### src/rtl/encoder_8x3_seq.sv
// Sequential 8-to-3 priority encoder: captures requests into a pending vector and
// grants the highest pending line one at a time, handshaking each grant with ack.
module encoder_8x3_seq (
   input  logic       clk,
   input  logic       rst_n,
   input  logic       E,
   input  logic [7:0] D,
   input  logic       ack,
   output logic [2:0] A,
   output logic       V,
   output logic [7:0] P,
   output logic       ovf
);

   typedef enum logic {IDLE, HOLD} state_t;

   state_t     state, state_next;
   logic [2:0] a_next;
   logic       v_next;
   logic [7:0] p_next;
   logic       ovf_next;
   logic [7:0] req;
   logic [7:0] clr;
   logic [7:0] rest;

   function automatic logic [2:0] prio(input logic [7:0] x);
      logic [2:0] r;
      r = '0;
      for (int unsigned i = 0; i < 8; i++)
         if (x[i]) r = 3'(i);
      return r;
   endfunction

   always_comb begin
      req  = E ? D : '0;
      clr  = (V && ack) ? (8'b1 << A) : '0;
      rest = P & ~(8'b1 << A);
      // Clear is applied before set so a same-edge re-request keeps the bit pending.
      p_next   = (P & ~clr) | req;
      ovf_next = ovf | (|(req & P & ~clr));

      state_next = state;
      a_next     = A;
      v_next     = V;
      case (state)
         IDLE: begin
            if (|P) begin
               a_next     = prio(P);
               v_next     = 1'b1;
               state_next = HOLD;
            end else begin
               a_next = '0;
               v_next = 1'b0;
            end
         end
         HOLD: begin
            // Next grant is drawn from requests pending before this edge only.
            if (ack) begin
               if (|rest) begin
                  a_next = prio(rest);
               end else begin
                  a_next     = '0;
                  v_next     = 1'b0;
                  state_next = IDLE;
               end
            end
         end
         default: begin
            a_next     = '0;
            v_next     = 1'b0;
            state_next = IDLE;
         end
      endcase
   end

   always_ff @(posedge clk or negedge rst_n) begin
      if (!rst_n) begin
         state <= IDLE;
         A     <= '0;
         V     <= 1'b0;
         P     <= '0;
         ovf   <= 1'b0;
      end else begin
         state <= state_next;
         A     <= a_next;
         V     <= v_next;
         P     <= p_next;
         ovf   <= ovf_next;
      end
   end

endmodule

### config.mk
export PLATFORM = sky130hd
export DESIGN_NAME = encoder_8x3_seq
export DESIGN_NICKNAME = d
export VERILOG_FILES = /design/src/rtl/encoder_8x3_seq.sv
export SDC_FILE = /design/constraint.sdc
export NUM_CORES = 1
export LEC_CHECK = 0
export CAP_MARGIN = 5
export CORE_UTILIZATION = 50
export CTS_CLUSTER_SIZE = 30
export DETAILED_ROUTE_END_ITERATION = 8
export GPL_TIMING_DRIVEN = 0
export PLACE_DENSITY = 0.83
export SYNTH_ARGS = -nofsm -noshare
export SYNTH_HDL_FRONTEND = slang
export SYNTH_SLANG_ARGS = --single-unit
### constraint.sdc
create_clock -name clk -period 3.97 [get_ports clk]
set_clock_uncertainty 0.05 [all_clocks]
set_input_delay 0.397 -clock clk [delete_from_list [all_inputs] [get_ports clk]]
set_output_delay 0.397 -clock clk [all_outputs]
set_load 0.05 [all_outputs]
==> results_dict.tcl, run 1 <==
set metrics [dict create \
    status "finished, final reports clean" \
    worstPathRequired_ns 3.52 \
    post_cts_resized 0 \
    grt_pass1_vias 907 \
    intPower_uw 393.5 \
    clk_path_buf_depth 2 \
    fill_cells 115 \
    path_depth 1 \
    route.detailed.drc 0 \
    synthMuxAreaShare_pct 0 \
    max_freq_mhz 483.0 \
    grtUsageTotal_pct 27.30 \
    synth_top_family_by_area "compound AO/OA/AOI/OAI gates" \
    avgViaCountPerCell 6.063 \
    synth_edf_count 0 \
    postCtsSetupBuffers 0 \
    synthesis.nets 121 \
    syn2layout_area_growth_pct 32.87 \
    synthDistinctLibCells 37 \
    die_w_um 44.48 \
    layout_common_cells "clkdlybuf4s50_1 (23), dfrtp_1 (14), nand2_1 (12), a21oi_1 (10), nor3_1 (8)" \
    arrival_ns 1.62 \
    hold_path_depth 1 \
    switching_share_pct 48.75 \
    ys_warn_count 0 \
    first_pass_iters 4 \
    vias 970 \
    ant_nets 0 \
    vdd.ir_drop.worst_v 0.0004977 \
    slew_headroom_pct 57.34 \
    slowest_delay_ns 0.85 \
    p_switching_uw 374.3 \
    grt_remaining_overflow 0 \
    pwr-share-clk_pct 13.9 \
    syn-cell-area_um2 902.1 \
    final_util_pct 75.20 \
    rows 14 \
    portBuffers 23 \
    multi_input_area_um2 498.0 \
    syn_area_per_cell_um2 8.276 \
    ctsHoldBuffers 0 \
    async_flop_share_pct 100.0 \
    antenna_found_initial 0 \
    routabilityCongestion 0.9088 \
    routed_wirelength_um 2441 \
    yosys_register_bits 14 \
    io-pin-count 25 \
    core_area_um2 1594 \
    tightestPinTransition_ns 0.6378 \
    drive_gt1_share_pct 8.088 \
    crit_slowest_cell "clkdlybuf4s50_1" \
    yosysSeqAreaShare_pct 38.83 \
    grt_start_max_net_pins 15 \
    critPathKind "register to output port" \
    fin_crit_ns 2.071 \
    power_density_nw_per_um2 640.5 \
    cap_violations 0 \
    synth_compound_area_share_pct 30.51 \
    worstPathMaxFanout 8 \
    cts_htree_levels 1 \
    end_kind "output port" \
    final_common_cell "clkdlybuf4s50_1" \
    cts_root_buf "clkbuf_4" \
    grt_pass1_wl_um 3864 \
    synth_fa_ha_area_share_pct 0 \
    die_y_um 44.48 \
    start_util_pct 56.59 \
    ff2ff_path_depth 7 \
    slew_viol_final 0 \
    p_leak_uw 0.0004799 \
    hold_violations 0 \
    comb_power_share_pct 58.6 \
    cts_num_sinks 14 \
    drt_iter0_markers 33 \
    crit_chain "clkdlybuf4s50_1" \
    setup_tns_ns 0 \
    setup_viol 0 \
    synthSimpleGateAreaFrac_pct 24.69 \
    clk_pin_slew_ns 0.08 \
    worst-path-buf-inv 1 \
    clock_latency_ns 0.29 \
    synth_xor_area_share_pct 0 \
    antenna_cells 0 \
    critPathTopFamily "buffers and inverters" \
    die-area_um2 1978 \
    syn_inst 109 \
    hold_class "register to register" \
    numCtsBuffers 3 \
    synth_ff_type "dfrtp_1" \
    sequentialPowerShare_pct 27.5 \
    grt_setup_unrepaired "no" \
    dpl.hpwl_um 1725 \
    fin_nets 149 \
    wl_per_cell_um 15.26 \
    layout.area.seq_um2 350.3 \
    crit_path_start_kind "register" \
    period_share_pct 52.16 \
    tritoncts "done" \
]
per-layer routing:
layer / share of wire [%] / track usage [%] / up-vias
met5: 0 / 0 / -
met4: 1.9 / 12.73 / 0
met3: 6.5 / 5.306 / 10
met2: 49 / 44.71 / 44
met1: 43 / 34.53 / 454
li1: - / - / 462
synthesized netlist by cell type, types with 2 or more instances:
| cell | instances | area share (%) |
|---|---|---|
| dfrtp_1 | 14 | 39 |
| nand2_1 | 12 | 5.0 |
| a21oi_1 | 10 | 5.5 |
| nor3_1 | 8 | 4.4 |
| a22o_1 | 7 | 6.8 |
| nor2_1 | 6 | 2.5 |
| clkbuf_1 | 5 | 2.1 |
| nand3_1 | 5 | 2.8 |
| o21ai_0 | 5 | 2.8 |
| inv_1 | 4 | 1.7 |
| a31oi_1 | 3 | 2.1 |
| buf_4 | 2 | 1.7 |
| nor4_1 | 2 | 1.4 |
| o21bai_1 | 2 | 1.7 |
| o22ai_1 | 2 | 1.4 |
through the flow:
stage,hold WS (ns),area [um^2],worst slack (ns),total power (uW),cells
2_1_floorplan,0.05141,902.1,1.997,521.8,109
3_3_place_gp,0.3940,1162,1.716,645.4,156
3_5_place_dp,0.4042,1162,1.712,657.0,156
4_1_cts,0.4292,1199,1.895,762.8,160
5_1_grt,0.4541,1199,1.860,805.7,160
6_report,0.4190,1199,1.899,767.7,160
final cells by class:
type	instances	area share (%)
clock buffer	4	3.027
inverter	4	1.253
buffer	8	3.236
tap	24	2.505
timing repair buffer	23	19.21
multi-input combinational	83	41.54
sequential	14	29.23
sequential cells by signal, summed over array words and instances (netlist names):
signal and cells:
state 1, P 8, A 3, V 1
ovf 1
cell families (layout without fill, tap and decap cells):
logic type	Yosys count	count (layout)
and+or+nand+nor	43	43
AOI/OAI and AO/OA	40	40
DFF	14	14
buffers and inverters	12	39
power groups by stage:
stage	registers (uW)	logic (uW)	clock network, uW
finish	211	450	107
floorplan	329	192	0
global placement	211	434	0
CTS	211	446	106
global route	215	479	112
detailed placement	214	443	0
path summary, 6_finish.rpt:
path	from	to	slack [ns]
max in group asynchronous	rst_n	P[3]	3.02
worst min register to register	ovf	ovf	0.42
worst max register to register	A[0]	V	2.19
min in group asynchronous	rst_n	V	0.44
worst max-delay path	P[5]	P[5]	1.90
worst min-delay path	ovf	ovf	0.42
No activity file was read; power rests on OpenSTA's default activity.
==> run 2: changes to the inputs <==
--- a/config.mk
+++ b/config.mk
@@ -6,11 +6,11 @@
 export NUM_CORES = 1
 export LEC_CHECK = 0
 export CAP_MARGIN = 5
-export CORE_UTILIZATION = 50
+export CORE_UTILIZATION = 46
 export CTS_CLUSTER_SIZE = 30
 export DETAILED_ROUTE_END_ITERATION = 8
 export GPL_TIMING_DRIVEN = 0
-export PLACE_DENSITY = 0.83
+export PLACE_DENSITY = 0.77
 export SYNTH_ARGS = -nofsm -noshare
 export SYNTH_HDL_FRONTEND = slang
 export SYNTH_SLANG_ARGS = --single-unit
==> constraint.sdc (replaced) <==
create_clock -name clk -period 2.07 [get_ports clk]
set_clock_uncertainty 0.05 [all_clocks]
set_input_delay 0.207 -clock clk [delete_from_list [all_inputs] [get_ports clk]]
set_output_delay 0.207 -clock clk [all_outputs]
set_load 0.05 [all_outputs]
==> results_dict.tcl, run 2 (same netlist as run 1, synthesis figures left out) <==
set metrics [dict create \
    status "finished, final reports clean" \
    die-area_um2 2142 \
    largestRegisters "P x8, A x3" \
    crit_chain "clkdlybuf4s50_1" \
    worstPathRequired_ns 1.81 \
    antenna_cells 0 \
    layout_common_cells "clkdlybuf4s50_1 (23), dfrtp_1 (14), nand2_1 (12), a21oi_1 (10), nor3_1 (8)" \
    cts_num_sinks 14 \
    max_freq_mhz 527.7 \
    route.detailed.drc 0 \
    ctsHoldBuffers 0 \
    final_util_pct 67.30 \
    drt_iter0_markers 37 \
    hold_violations 0 \
    slew_viol_final 0 \
    tightestPinTransition_ns 0.6308 \
    fin_crit_ns 1.895 \
    antenna_found_initial 0 \
    placed_cell_area_um2 1164 \
    clk_path_buf_depth 2 \
    die_y_um 46.29 \
    power_density_nw_per_um2 1206 \
    arrival_ns 1.64 \
    die_w_um 46.29 \
    core_area_um2 1783 \
    routed_wirelength_um 2260 \
    clock_latency_ns 0.28 \
    grt_setup_unrepaired "no" \
    hold_ws_ns 0.2599 \
    cap_violations 0 \
    end_kind "output port" \
    avgViaCountPerCell 5.901 \
    numCtsBuffers 3 \
    start_util_pct 50.60 \
    critPathKind "register to output port" \
    grt_pass1_wl_um 3705 \
    hold_class "primary input to asynchronous set/reset pin" \
    period_share_pct 91.54 \
    worst-path-buf-inv 1 \
    largest_reg_flops 8 \
    p_leak_uw 0.0004799 \
    grt_start_max_net_pins 15 \
    portBuffers 23 \
    slowest_delay_ns 0.85 \
    grtUsageTotal_pct 24.63 \
    io-pin-count 25 \
    cts_root_buf "clkbuf_4" \
    ant_nets 0 \
    slew_headroom_pct 57.82 \
    fin_nets 149 \
    fill_cells 160 \
    tritoncts "done" \
    grt_remaining_overflow 0 \
    cts_htree_levels 1 \
    fin_area_um2 1200 \
    routabilityCongestion 0.9354 \
    crit_slowest_cell "clkdlybuf4s50_1" \
    final_common_cell "clkdlybuf4s50_1" \
    first_pass_iters 4 \
    syn2layout_area_growth_pct 33.01 \
    worstPathMaxFanout 8 \
    top_register "P" \
    dpl.hpwl_um 1690 \
    postCtsSetupBuffers 0 \
    vias 950 \
    post_cts_resized 0 \
    vdd.ir_drop.worst_v 0.0007692 \
    clk_pin_slew_ns 0.09 \
    rows 15 \
    critPathTopFamily "buffers and inverters" \
    setup_viol 0 \
    crit_path_start_kind "register" \
    grt_pass1_vias 826 \
    drive_gt1_share_pct 8.088 \
    wl_per_cell_um 14.04 \
]
[run 2: per-layer routing]
metal / vias to the layer above / track usage (%) / routed length, um / part of all wire [%]
met5: - / 0 / 0 / 0
met4: 0 / 8.824 / 31 / 1.4
met3: 5 / 4.706 / 109 / 4.8
met2: 33 / 37.75 / 1054 / 47
met1: 451 / 34.31 / 1064 / 47
li1: 461 / - / - / -
[run 2: layout make-up]
class / instances / area (um^2) / share of cell area [%]
Buffer: 8 / 38.79 / 3.233
Clock buffer: 4 / 36.28 / 3.024
Inverter: 4 / 15.01 / 1.251
Multi-Input combinational cell: 83 / 498.0 / 41.50
Sequential cell: 14 / 350.3 / 29.20
Tap cell: 25 / 31.28 / 2.607
Timing Repair Buffer: 23 / 230.2 / 19.19
[run 2: final timing paths]
| kind | depth (start not counted) | to | slack (ns) | from |
|---|---|---|---|---|
| setup / recovery | 1 | P[5] | 0.18 | P[5] |
| hold / removal | 1 | P[6] | 0.26 | rst_n |
| setup reg to reg | 7 | ovf | 0.26 | A[2] |
| hold reg to reg | 1 | ovf | 0.42 | ovf |
| max in group asynchronous | 1 | P[0] | 1.31 | rst_n |
| min in group clk | 2 | ovf | 0.30 | E |
[run 2: through the flow]
stage	power, uW	worst slack [ns]	std cells	setup TNS [ns]
6_report	1448	0.1751	161	0
5_1_grt	1543	0.1047	161	0
4_1_cts	1452	0.1737	161	0
3_5_place_dp	1250	-0.03989	157	-0.03989
3_3_place_gp	1242	-0.06105	157	-0.06105
2_1_floorplan	1001	0.09652	109	0
[run 2: power breakdown]
part | switching, uW | total, uW | internal (uW)
logic | 539 | 846 | 307
registers | 63.4 | 403 | 340
clock network | 90.8 | 198 | 107
